`src/rtl/usb_tr_sipo_demux.sv`:
```
// usb_tr_sipo_demux: strips an LSB-first device-select header and routes the serial payload to one SIPO lane.
// Optional USB_DEMUX_DROP_CNT_EN adds an 8-bit saturating count of dropped packets.
module usb_tr_sipo_demux #(
  parameter int NUMBER_OF_SIPO = 1,
  parameter int SEL_WIDTH      = 4
) (
  input  logic                      clk,
  input  logic                      rst_n,
  input  logic                      usb_tr_rx_data,
  input  logic                      usb_tr_rx_data_val,
  input  logic                      usb_tr_rx_data_last,
  input  logic [NUMBER_OF_SIPO-1:0] sipo_ready,
  output logic [NUMBER_OF_SIPO-1:0] sipo_data_in,
  output logic [NUMBER_OF_SIPO-1:0] sipo_data_val,
  output logic [NUMBER_OF_SIPO-1:0] sipo_data_last,
  output logic                      usb_tr_rx_busy,
`ifdef USB_DEMUX_DROP_CNT_EN
  output logic [7:0]                usb_tr_rx_drop_cnt,
`endif
  output logic                      usb_tr_rx_drop
);
  localparam int CW = $clog2(SEL_WIDTH + 1);
  typedef enum logic [1:0] {IDLE, HDR, FWD, DROP} state_t;
  state_t                    r_state;
  logic [SEL_WIDTH-1:0]      r_sel_shift;
  logic [SEL_WIDTH-1:0]      r_dev;
  logic [CW-1:0]             r_cnt;
  logic [SEL_WIDTH:0]        w_shift_src;
  logic [SEL_WIDTH-1:0]      w_sel_nxt;
  logic [CW-1:0]             w_cnt_nxt;
  logic                      w_hdr_done;
  logic                      w_drop_evt;
  logic [NUMBER_OF_SIPO-1:0] w_hdr_lane;
  logic [NUMBER_OF_SIPO-1:0] w_lane;
  always_comb begin
    w_shift_src = {usb_tr_rx_data, (r_state == IDLE) ? {SEL_WIDTH{1'b0}} : r_sel_shift};
    w_sel_nxt   = w_shift_src[SEL_WIDTH:1];
    w_cnt_nxt   = (r_state == IDLE) ? CW'(1) : r_cnt + 1'b1;
    w_hdr_done  = w_cnt_nxt == CW'(SEL_WIDTH);
    w_drop_evt  = usb_tr_rx_data_val && usb_tr_rx_data_last && (r_state != FWD);
    // Out-of-range selects shift the one-hot off the end, so they read as "not ready".
    w_hdr_lane  = NUMBER_OF_SIPO'(1) << w_sel_nxt;
    w_lane      = NUMBER_OF_SIPO'(1) << r_dev;
  end
  always_ff @(posedge clk or negedge rst_n) begin
    if (!rst_n) begin
      r_state        <= IDLE;
      r_sel_shift    <= '0;
      r_dev          <= '0;
      r_cnt          <= '0;
      sipo_data_in   <= '0;
      sipo_data_val  <= '0;
      sipo_data_last <= '0;
      usb_tr_rx_busy <= 1'b0;
      usb_tr_rx_drop <= 1'b0;
    end else begin
      sipo_data_val  <= '0;
      sipo_data_last <= '0;
      usb_tr_rx_drop <= w_drop_evt;
      if (usb_tr_rx_data_val) begin
        case (r_state)
          IDLE, HDR: begin
            r_sel_shift <= w_sel_nxt;
            if (usb_tr_rx_data_last) begin
              r_state        <= IDLE;
              r_cnt          <= '0;
              usb_tr_rx_busy <= 1'b0;
            end else if (w_hdr_done) begin
              r_dev          <= w_sel_nxt;
              r_cnt          <= w_cnt_nxt;
              sipo_data_in   <= '0;
              r_state        <= |(sipo_ready & w_hdr_lane) ? FWD : DROP;
              usb_tr_rx_busy <= 1'b1;
            end else begin
              r_cnt          <= w_cnt_nxt;
              r_state        <= HDR;
              usb_tr_rx_busy <= 1'b1;
            end
          end
          FWD: begin
            sipo_data_in   <= usb_tr_rx_data ? w_lane : '0;
            sipo_data_val  <= w_lane;
            sipo_data_last <= usb_tr_rx_data_last ? w_lane : '0;
            r_state        <= usb_tr_rx_data_last ? IDLE : FWD;
            r_cnt          <= usb_tr_rx_data_last ? '0 : r_cnt;
            usb_tr_rx_busy <= !usb_tr_rx_data_last;
          end
          default: begin
            r_state        <= usb_tr_rx_data_last ? IDLE : DROP;
            r_cnt          <= usb_tr_rx_data_last ? '0 : r_cnt;
            usb_tr_rx_busy <= !usb_tr_rx_data_last;
          end
        endcase
      end
    end
  end
`ifdef USB_DEMUX_DROP_CNT_EN
  always_ff @(posedge clk or negedge rst_n) begin
    if (!rst_n) usb_tr_rx_drop_cnt <= '0;
    else if (w_drop_evt && usb_tr_rx_drop_cnt != 8'hFF) usb_tr_rx_drop_cnt <= usb_tr_rx_drop_cnt + 8'd1;
  end
`endif
endmodule

```
`config.mk`:
```
export PLATFORM = sky130hd
export DESIGN_NAME = usb_tr_sipo_demux
export DESIGN_NICKNAME = d
export VERILOG_FILES = /design/src/rtl/usb_tr_sipo_demux.sv
export SDC_FILE = /design/constraint.sdc
export NUM_CORES = 1
export LEC_CHECK = 0
export CORE_AREA = 2 2 45 67
export CTS_CLUSTER_SIZE = 40
export DETAILED_ROUTE_END_ITERATION = 16
export DIE_AREA = 0 0 47 69
export PLACE_DENSITY_LB_ADDON = 0.15
export RECOVER_POWER = 100
export SYNTH_ARGS = -nofsm -noshare
export SYNTH_HDL_FRONTEND = slang
export SYNTH_SLANG_ARGS = --single-unit
```
`constraint.sdc`:
```
create_clock -name clk -period 2.1 [get_ports clk]
set_input_delay 0.42 -clock clk [delete_from_list [all_inputs] [get_ports clk]]
set_output_delay 0.42 -clock clk [all_outputs]
set_load 0.03 [all_outputs]
```
# == Word level (Yosys, flattened, before mapping) ==
# Cells that the tools add are included.
# totals
reg_bits,18
inputBits,6
elab_cells,53
# op_classes
addsub,1
n_eq_ne,6
shifts,2
muxes,22
bitwise,2
reduce_logical,11
# ops
cell,n
3-bit 2-to-1 mux,4
1-bit 2-to-1 mux,11
2-bit 2-to-1 mux,4
4-bit AND reduction,2
1-bit by 4-bit left shift with 1-bit output (first input constant),2
2-bit != test (second input constant),3
4-bit 2-to-1 mux,1
2-bit case mux with 2 select lines,1
2-bit AND reduction,2
2-bit nonzero test,2
3-bit by 1-bit adder with 3-bit output (second input constant),1
3-bit equality test (second input constant),1
2-bit by 1-bit equality test with 1-bit output (second input constant),1
2-bit equality test (second input constant),1
1-bit logical AND,2
2-bit logical NOT,1
1-bit case mux with 2 select lines,1
2-bit OR reduction,1
1-bit AND,1
1-bit logical NOT,1
1-bit NOT,1

# == Logic depth before layout (Yosys ltp) ==
# Gate-level depths: netlist (run 1).
# depth
ltp_word,8
mapped_depth,6

# == Least setup slack after synthesis (run 1) ==
# Ideal clock, no wire load.
# synth_timing
kind,register to register
start,register r_cnt[0]
end,register r_dev[3]
setup_time_ns,0.125
arrival_ns,1.581
t_required_ns,1.975
setup_slack_ns,0.394
path_stages_with_launch,7
period_less_slack_ns,1.706
path_cell_list,dfrtp_1 -> ha_1 -> xor2_1 -> and4b_1 -> and3_1 -> buf_2 -> mux2_2
# synth_via
elab_chain_cells,4
# synth_lines
element,line_no,source
start: declaration,27,logic [CW-1:0] r_cnt;
start signal: assignment,70,r_cnt <= w_cnt_nxt;
start signal: assignment,75,r_cnt <= w_cnt_nxt;
start signal: assignment,85,r_cnt <= usb_tr_rx_data_last ? '0 : r_cnt;
3-bit by 1-bit adder with 3-bit output,38,w_cnt_nxt = (r_state == IDLE) ? CW'(1) : r_cnt + 1'b1;
3-bit 2-to-1 mux,38,
3-bit equality test,39,w_hdr_done = w_cnt_nxt == CW'(SEL_WIDTH);
4-bit AND reduction (no line),--,
end signal: assignment,69,r_dev <= w_sel_nxt;
end: declaration,26,logic [SEL_WIDTH-1:0] r_dev;
# No other way between the ends.
# A chain may end at the register's enable or synchronous reset.

# == Worst setup path after layout (run 1) ==
# layout_timing
start,register r_cnt[0]
end,register r_dev[1]
# The elaborated chain is that of the path after synthesis.

==> flow_summary.json, run 1 <==
{
  "ys_ff_latch": 17,
  "cts_made_buffers": 3,
  "start_kind": "flop",
  "antenna_found_initial": 0,
  "die-area_um2": 3240,
  "grt_use_met2_pct": 18.3,
  "tns_ns": 0,
  "period_needed_ns": 1.87,
  "critPathCapture": "r_dev[1]$_DFFE_PN0P_",
  "syn_area_um2": 759,
  "synth_top_area_share_pct": 56.0,
  "reg2reg_depth": 5,
  "io_buffers": 10,
  "cts_root_buf": "clkbuf_8",
  "fmax_mhz": 536,
  "cts_tree": "done",
  "insertion_delay_ns": 0.25,
  "p_total_w": 0.000693,
  "synth_largest_area_cell": "dfrtp_1",
  "final_cell_mix": "dfrtp_1 (17), o21ai_0 (9), nand2_1 (8)",
  "hold_depth": 2,
  "die_y_um": 69,
  "rows": 23,
  "post-route-drc-count": 0,
  "ir_drop_mv": 0.372,
  "max_slew_margin_pct": 36.0,
  "ant_nets": 0,
  "finalHoldViolCount": 0,
  "ioPinCount": 11,
  "yosysSeqAreaShare_pct": 56.0,
  "cts_setup_buffers": 0,
  "reg2reg_to": "r_dev[1]$_DFFE_PN0P_",
  "path_buf_inv": 0,
  "cp_num_cells": 5,
  "grt_pass1_vias": 600,
  "finalSetupViolations": 0,
  "period_share_pct": 88.9,
  "critical_path_class": "reg2reg",
  "cpPeakStageDelay_ns": 0.41,
  "finalWirelength_mm": 1.62,
  "clock_path_buffers": 2,
  "grt_pass1_wl_mm": 2.74,
  "cts_resized": 0,
  "dp_hpwl_mm": 1.21,
  "r2r_setup_slack_ns": 0.23,
  "busiest_layer": "met2",
  "cp_max_fo": 4,
  "track_usage_pct": 11.7,
  "cts_sinks": 17,
  "dieWidth_um": 47,
  "grt_max_degree": 18,
  "tightest_slew_ns": 0.961,
  "worst_ep_required_time_ns": 2.24,
  "ctsHoldBuffers": 0,
  "rsz0062_at_grt": "false",
  "synthTopCellsByArea": "dfrtp_1 (56%), mux2_2 (7.4%), o21ai_0 (5.9%)",
  "use_met3_pct": 2.36,
  "r2r-start": "r_cnt[0]$_DFFE_PN0P_",
  "drive_gt1_share_pct": 10.6,
  "drt_iter0_markers": 11,
  "fin_worst_skew_ns": 0.00272,
  "syn_nets": 76,
  "setup.worst_path.end_class": "flop",
  "coreArea_um2": 2650,
  "grt_use_met1_pct": 14.3,
  "viasPerCell": 4.66,
  "htreeDepth": 1,
  "gp_congestion": 0.782,
  "cp_slowest_cell": "dfrtp_1",
  "fillers": 290,
  "synth_cell_types": 27,
  "status": "finished clean",
  "hold_class": "reg2reg",
  "drv_slew": 0,
  "yosysWarningCount": 0,
  "syn_inst": 69,
  "layout_commonest_cell": "dfrtp_1",
  "synth_area_per_cell_um2": 11.0,
  "startpoint": "r_cnt[0]$_DFFE_PN0P_",
  "drv_cap": 0,
  "leakagePower_nw": 0.439,
  "antennaDiodeCount": 0,
  "cp_top_family": "simple AND/OR/NAND/NOR gates",
  "dr.pass1.iters": 4,
  "crit_path_cell_trace": "ha_1 -> xor2_1 -> and4b_1 -> and3_1 -> mux2_2",
  "wl_per_cell_um": 13.3,
  "nets": 93,
  "syn_to_final_growth_pct": 25.7,
  "power.density_nw_per_um2": 726,
  "start_util_pct": 28.7,
  "clk_pin_slew_ns": 0.07,
  "vias": 568,
  "grt-ovfl-total": 0,
  "arrival_ns": 2.00
}
## flip-flops by register name, summed over array words and instances (netlist names)
name            flops
usb_tr_rx_drop      1
usb_tr_rx_busy      1
r_state             2
r_sel_shift         3
sipo_data_last      1
r_dev               4
sipo_data_in        1
r_cnt               3
sipo_data_val       1
## routing by layer
layer  part of all wire [%]  wire length, um
met1                     44              712
met2                     52              845
met3                    2.2               36
met4                    1.5               24
met5                      0                0
## worst reg2reg max path: stages, from the launching register on
cell and delay, ns:
dfrtp_1 0.41, ha_1 0.25, xor2_1 0.19, and4b_1 0.27
and3_1 0.27, mux2_2 0.36
## per-stage QoR
| stage | instances | worst slack, ns | hold WS (ns) | area (um2) | utilization, % |
|---|---|---|---|---|---|
| global placement | 118 | 0.236 | 0.490 | 927 | 35.0 |
| global route | 122 | 0.139 | 0.528 | 955 | 36.1 |
| finish | 122 | 0.234 | 0.500 | 955 | 36.1 |
| floorplan | 69 | 0.394 | 0.124 | 759 | - |
| detailed placement | 118 | 0.211 | 0.496 | 927 | 35.0 |
| CTS | 122 | 0.226 | 0.494 | 973 | 36.8 |
## synth_stat cells
cell / instances
dfrtp_1: 17
o21ai_0: 9
nand2_1: 8
mux2_2: 5
inv_1: 3
a21oi_1: 2
and3_1: 2
nand2b_1: 2
nor2b_1: 2
nor4_1: 2
a311o_1: 1
a32oi_1: 1
and3b_1: 1
and4b_1: 1
buf_2: 1
clkbuf_1: 1
ha_1: 1
nand3_1: 1
nor2_1: 1
nor3_1: 1
nor3b_1: 1
o211ai_1: 1
o21a_1: 1
o2bb2ai_1: 1
or4_1: 1
or4_4: 1
xor2_1: 1
## worst min-delay path by stage
stage / start / to / slack (ns)
after floorplan: rst_n / r_cnt[0]$_DFFE_PN0P_ / 0.12
after global placement: usb_tr_rx_busy$_DFFE_PN0P_ / usb_tr_rx_busy$_DFFE_PN0P_ / 0.49
after detailed placement: sipo_data_in$_DFFE_PN0P_ / sipo_data_in$_DFFE_PN0P_ / 0.50
after CTS: rst_n / usb_tr_rx_busy$_DFFE_PN0P_ / 0.49
after global routing: r_dev[0]$_DFFE_PN0P_ / r_dev[0]$_DFFE_PN0P_ / 0.53
final: sipo_data_in$_DFFE_PN0P_ / sipo_data_in$_DFFE_PN0P_ / 0.50
## power breakdown
| group | switching, W | internal, W |
|---|---|---|
| Combinational | 0.0000475 | 0.0000383 |
| Sequential | 0.0000163 | 0.000347 |
| Clock | 0.000113 | 0.000132 |
| Total | 0.000176 | 0.000517 |
## layout make-up
cell class              instances  area [um2]  area share, %
inverters                       3        11.3           1.18
multi-input cells              47         310           32.5
clock inverters                 1        5.00          0.524
clock buffers                   3        41.3           4.33
well taps                      37        46.3           4.85
flip-flops and latches         17         425           44.6
repair buffers                 14         115           12.1
## kinds of logic after synthesis
group / Yosys count / share of synthesized area (%)
compound gates: 16 / 12.9
xor+xnor: 1 / 1.15
buf+inv: 5 / 2.63
simple gates: 24 / 18.3
fa+ha+maj: 1 / 1.65
mux: 5 / 7.41
flops: 17 / 56.0
No activity file was read; power rests on OpenSTA's default activity.
==> run 2, diff against run 1 <==
Settings changed: CORE_AREA 2 2 45 67 to 4 4 47 69, DIE_AREA 0 0 47 69 to 0 0 51 73.
==> run 2 against run 1 <==
Compared with the run above:
- register-to-register slack barely moved
- via count fell by 0.18%
- critical path depth did not move
- count of clock-buffer cells in the layout did not move
- sequential share of layout area fell by 0.12 points
- maximum frequency fell by 0.43%
- non-clock buffer count did not move
- global-route usage fell by 1.2 points
- final cell count did not move
- flip-flop and latch count did not move
- worst hold slack improved by 0.0031 ns
- die area rose by 15%
- critical path type unchanged
==> flow_summary.json, run 2 (synthesized netlist as in run 1, its figures left out) <==
{
  "setup.worst_path.end_class": "flop",
  "dr_wl_met3_um": 68,
  "grt_pass1_vias": 621,
  "top_regs": "r_dev x4, r_cnt x3, r_sel_shift x3",
  "htreeDepth": 1,
  "post-route-drc-count": 0,
  "cts_setup_buffers": 0,
  "cp_max_fo": 4,
  "internal_power_w": 0.000519,
  "cts_tree": "done",
  "fmax_mhz": 534,
  "layout_commonest_cell": "dfrtp_1",
  "ctsHoldBuffers": 0,
  "rows": 23,
  "path_buf_inv": 0,
  "cts_sinks": 17,
  "grt-ovfl-total": 0,
  "dr.pass1.iters": 3,
  "insertion_delay_ns": 0.26,
  "p_comb_share_pct": 12.0,
  "grt_max_degree": 18,
  "cp_top_family": "simple AND/OR/NAND/NOR gates",
  "tightest_slew_ns": 0.894,
  "wl_per_cell_um": 13.0,
  "rsz0062_at_grt": "false",
  "nets": 93,
  "drive_gt1_share_pct": 10.6,
  "drv_cap": 0,
  "drt_iter0_markers": 4,
  "grt_pass1_wl_mm": 2.84,
  "critical_path_class": "reg2reg",
  "dieWidth_um": 51,
  "switching_power_w": 0.000181,
  "ant_nets": 0,
  "largest_reg_flops": 4,
  "power.density_nw_per_um2": 731,
  "dp_hpwl_mm": 1.21,
  "finalHoldViolCount": 0,
  "cts_resized": 0,
  "antenna_found_initial": 0,
  "start_util_pct": 28.4,
  "worst_ep_required_time_ns": 2.24,
  "highest_layer": "met4",
  "leakagePower_nw": 0.435,
  "gp_congestion": 0.853,
  "period_needed_ns": 1.87,
  "vias": 567,
  "antennaDiodeCount": 0,
  "finalWirelength_mm": 1.58,
  "regMostFlops": "r_dev",
  "die_y_um": 73,
  "place_area_um2": 927,
  "drv_slew": 0,
  "viasPerCell": 4.65,
  "met1_length_um": 660,
  "clk_pin_slew_ns": 0.07,
  "clock_path_buffers": 2,
  "start_kind": "flop",
  "status": "finished clean",
  "io_buffers": 10,
  "finalSetupViolations": 0,
  "arrival_ns": 2.02,
  "fin_worst_skew_ns": 0.00512,
  "crit_path_cell_trace": "ha_1 -> xor2_1 -> and4b_1 -> and3_1 -> mux2_2",
  "cp_slowest_cell": "dfrtp_1",
  "cts_root_buf": "clkbuf_8",
  "coreArea_um2": 2680,
  "swShare_pct": 25.9,
  "hold_class": "reg2reg",
  "period_share_pct": 89.2,
  "met2_wirelength_um": 758,
  "track_usage_pct": 10.5,
  "die-area_um2": 3720,
  "p_clk_share_pct": 35.9,
  "cts_made_buffers": 3,
  "syn_to_final_growth_pct": 26.0,
  "seqPwrFrac_pct": 52.0,
  "cpPeakStageDelay_ns": 0.41,
  "final_area_um2": 957,
  "ioPinCount": 11,
  "tns_ns": 0,
  "max_slew_margin_pct": 40.4,
  "ir_drop_mv": 0.341,
  "final_cell_mix": "dfrtp_1 (17), o21ai_0 (9), nand2_1 (8)"
}
## run 2: cell count changes in the layout (fill, tap and decap cells not counted)
cell	before	now
clkinvlp_4	0	1
clkinv_2	1	0
## run 2: layer usage
metal  up-vias  GRT usage [%]
li1        278              -
met1       265           11.8
met2        15           16.5
met3         9           1.43
met4         0           10.2
met5         -              0
## run 2: path summary, 6_finish.rpt
kind | to | start | depth (start not counted) | slack, ns
hold reg to reg | sipo_data_in$_DFFE_PN0P_ | sipo_data_in$_DFFE_PN0P_ | 2 | 0.50
max in group asynchronous | r_cnt[2]$_DFFE_PN0P_ | rst_n | 2 | 0.75
setup / recovery | r_dev[0]$_DFFE_PN0P_ | r_cnt[0]$_DFFE_PN0P_ | 5 | 0.23
hold / removal | sipo_data_in$_DFFE_PN0P_ | sipo_data_in$_DFFE_PN0P_ | 2 | 0.50
setup reg to reg | r_dev[0]$_DFFE_PN0P_ | r_cnt[0]$_DFFE_PN0P_ | 5 | 0.23
min in group asynchronous | sipo_data_val$_DFF_PN0_ | rst_n | 2 | 0.80
## run 2: power groups by stage
stage	sequential (W)	clock, W	combinational (W)
2_1_floorplan	0.000372	0	0.0000460
3_3_place_gp	0.000371	0	0.0000949
3_5_place_dp	0.000371	0	0.0000938
4_1_cts	0.000364	0.000266	0.0000947
5_1_grt	0.000367	0.000279	0.0000960
6_report	0.000364	0.000252	0.0000841
## run 2: stage by stage
stage                     hold WS, ns  setup slack, ns  instances  util, %  power, W
after detailed placement        0.497            0.228        118     34.6  0.000465
after CTS                       0.490            0.219        122     36.5  0.000725
after global placement          0.489            0.244        118     34.6  0.000466
after global routing            0.518            0.127        122     35.8  0.000743
after floorplan                 0.124            0.394         69        -  0.000418
final                           0.503            0.226        122     35.8  0.000700
## run 2: cell type report
cell class | instances | area [um2]
fillers | 273 | 1720
multi-input cells | 47 | 310
inverters | 3 | 11.3
clock buffers | 3 | 41.3
clock inverters | 1 | 7.51
well taps | 37 | 46.3
repair buffers | 14 | 115
flip-flops and latches | 17 | 425
## run 2: worst min-delay path, cell delays in order, from the launching register on
cell and delay [ns]:
dfrtp_1 0.36, nand2_1 0.05, nand3_1 0.06
==> run 3, diff against run 2 <==
Settings changed: CORE_AREA 4 4 47 69 to 4 4 49 51, DIE_AREA 0 0 51 73 to 0 0 53 55.
==> run 3 against run 2 <==
Compared with the run above:
- clock power down 30%
- critical endpoint is now r_dev[3]$_DFFE_PN0P_
- wire length shrank 10%
- largest power group unchanged
- flip-flop and latch count is the same
- sequential share of layout area up 1.4 points
- critical path depth stayed put
- register-to-register slack is essentially flat
- combinational power hardly changed
- largest cell class unchanged
- setup slack gained 0.011 ns
- final area fell by 3.1%
- first-iteration DRC count rose by 100%
- core utilization is 12 points higher
- maximum frequency rose by 0.61%
==> flow_summary.json, run 3 (synthesized netlist as in run 1, its figures left out) <==
{
  "drv_cap": 0,
  "finalSetupViolations": 0,
  "cp_slowest_cell": "dfrtp_1",
  "cts_made_buffers": 3,
  "nets": 93,
  "ctsHoldBuffers": 0,
  "cts_resized": 0,
  "antenna_found_initial": 0,
  "gp_congestion": 0.734,
  "regMostFlops": "r_dev",
  "post-route-util_pct": 47.7,
  "final_cell_mix": "dfrtp_1 (17), o21ai_0 (9), nand2_1 (8)",
  "start_util_pct": 39.1,
  "whs_endpoint": "usb_tr_rx_busy$_DFFE_PN0P_",
  "cts_tree": "done",
  "critical_path_class": "reg2reg",
  "cts_root_buf": "clkbuf_4",
  "rsz0062_at_grt": "false",
  "dieWidth_um": 53,
  "grt_max_degree": 18,
  "drv_slew": 0,
  "viasPerCell": 5.12,
  "cp_max_fo": 4,
  "ioPinCount": 11,
  "vias": 573,
  "die_y_um": 55,
  "hold_depth": 1,
  "io_buffers": 10,
  "largest_reg_flops": 4,
  "dp_hpwl_mm": 1.04,
  "hold_start": "usb_tr_rx_busy$_DFFE_PN0P_",
  "crit_path_cell_trace": "ha_1 -> xor2_1 -> and4b_1 -> and3_1 -> mux2_2",
  "fin_worst_skew_ns": 0.000517,
  "layout.cells.non_filler": 112,
  "post-route-drc-count": 0,
  "fin_ws_ns": 0.237,
  "worst_ep_required_time_ns": 2.29,
  "period_share_pct": 88.7,
  "rows": 16,
  "ant_nets": 0,
  "layout_commonest_cell": "dfrtp_1",
  "antennaDiodeCount": 0,
  "arrival_ns": 2.05,
  "cts_sinks": 17,
  "power.density_nw_per_um2": 672,
  "grt-ovfl-total": 0,
  "grt_pass1_wl_mm": 2.49,
  "cp_top_family": "simple AND/OR/NAND/NOR gates",
  "place_area_um2": 915,
  "tightest_slew_ns": 0.886,
  "syn_to_final_growth_pct": 22.1,
  "clock_path_buffers": 2,
  "finalWirelength_mm": 1.42,
  "max_slew_margin_pct": 40.9,
  "track_usage_pct": 12.4,
  "setup.worst_path.end_class": "flop",
  "final_area_um2": 927,
  "status": "finished clean",
  "start_kind": "flop",
  "cpPeakStageDelay_ns": 0.41,
  "r2r_setup_slack_ns": 0.24,
  "tns_ns": 0,
  "cp_num_cells": 5,
  "cts_setup_buffers": 0,
  "htreeDepth": 1,
  "coreArea_um2": 1940,
  "reg2reg_depth": 5,
  "clk_pin_slew_ns": 0.10,
  "path_buf_inv": 0,
  "place_worst_setup_slack_ns": 0.228,
  "dr.pass1.iters": 4,
  "fillers": 200,
  "top_regs": "r_dev x4, r_cnt x3, r_sel_shift x3",
  "finalHoldViolCount": 0,
  "drt_iter0_markers": 8,
  "dp_cells": 108,
  "ir_drop_mv": 0.445,
  "drive_gt1_share_pct": 11.8,
  "hold_class": "reg2reg",
  "fmax_mhz": 537,
  "grt_pass1_vias": 543,
  "r2r-start": "r_cnt[0]$_DFFE_PN0P_",
  "leakagePower_nw": 0.434,
  "period_needed_ns": 1.86,
  "insertion_delay_ns": 0.29,
  "die-area_um2": 2920,
  "reg2reg_to": "r_dev[3]$_DFFE_PN0P_",
  "wl_per_cell_um": 12.7
}
-- run 3: area by class of cell --
| cell class | instances | area, um2 | area share, % |
|---|---|---|---|
| timing repair buffer | 14 | 119 | 12.8 |
| tap | 27 | 33.8 | 3.64 |
| clock inverter | 1 | 5.00 | 0.540 |
| clock buffer | 3 | 22.5 | 2.43 |
| sequential | 17 | 425 | 45.9 |
| inverter | 3 | 11.3 | 1.21 |
| multi-input combinational | 47 | 310 | 33.5 |
-- run 3: worst max-delay path by stage --
stage / start / endpoint / slack, ns
global placement: usb_tr_rx_data_val / r_dev[3]$_DFFE_PN0P_ / 0.25
detailed placement: usb_tr_rx_data_val / r_dev[2]$_DFFE_PN0P_ / 0.23
CTS: r_cnt[0]$_DFFE_PN0P_ / r_dev[3]$_DFFE_PN0P_ / 0.25
finish: r_cnt[0]$_DFFE_PN0P_ / r_dev[3]$_DFFE_PN0P_ / 0.24
global route: r_cnt[0]$_DFFE_PN0P_ / r_dev[3]$_DFFE_PN0P_ / 0.16
floorplan: r_cnt[0]$_DFFE_PN0P_ / r_dev[3]$_DFFE_PN0P_ / 0.39
-- run 3: worst reg2reg max path: cells and delay by family, from the launching register on --
kind / cells / cell delay, ns
AND/OR/NAND/NOR: 2 / 0.55
flip-flops: 1 / 0.41
multiplexers: 1 / 0.36
adder cells (fa/ha/maj): 1 / 0.24
XOR/XNOR: 1 / 0.20
-- run 3: metrics by stage --
step	hold WS [ns]	power, W
after floorplan	0.124	0.000418
after global placement	0.493	0.000463
after detailed placement	0.500	0.000463
after CTS	0.435	0.000641
after global routing	0.529	0.000665
final	0.508	0.000623
-- run 3: report_power, final --
| group | internal (W) | leakage [nW] | switching [W] |
|---|---|---|---|
| sequential | 0.000346 | 0.221 | 0.0000165 |
| clock | 0.0000710 | 0.0177 | 0.000106 |
| combinational | 0.0000389 | 0.196 | 0.0000451 |
| total | 0.000456 | 0.434 | 0.000167 |
-- run 3: metal layers --
metal | vias to the layer above | wire length, um | global-route usage (%)
li1 | 281 | - | -
met1 | 271 | 675 | 15.4
met2 | 16 | 626 | 18.8
met3 | 5 | 71 | 2.41
met4 | 0 | 48 | 10.2
met5 | - | 0 | 0
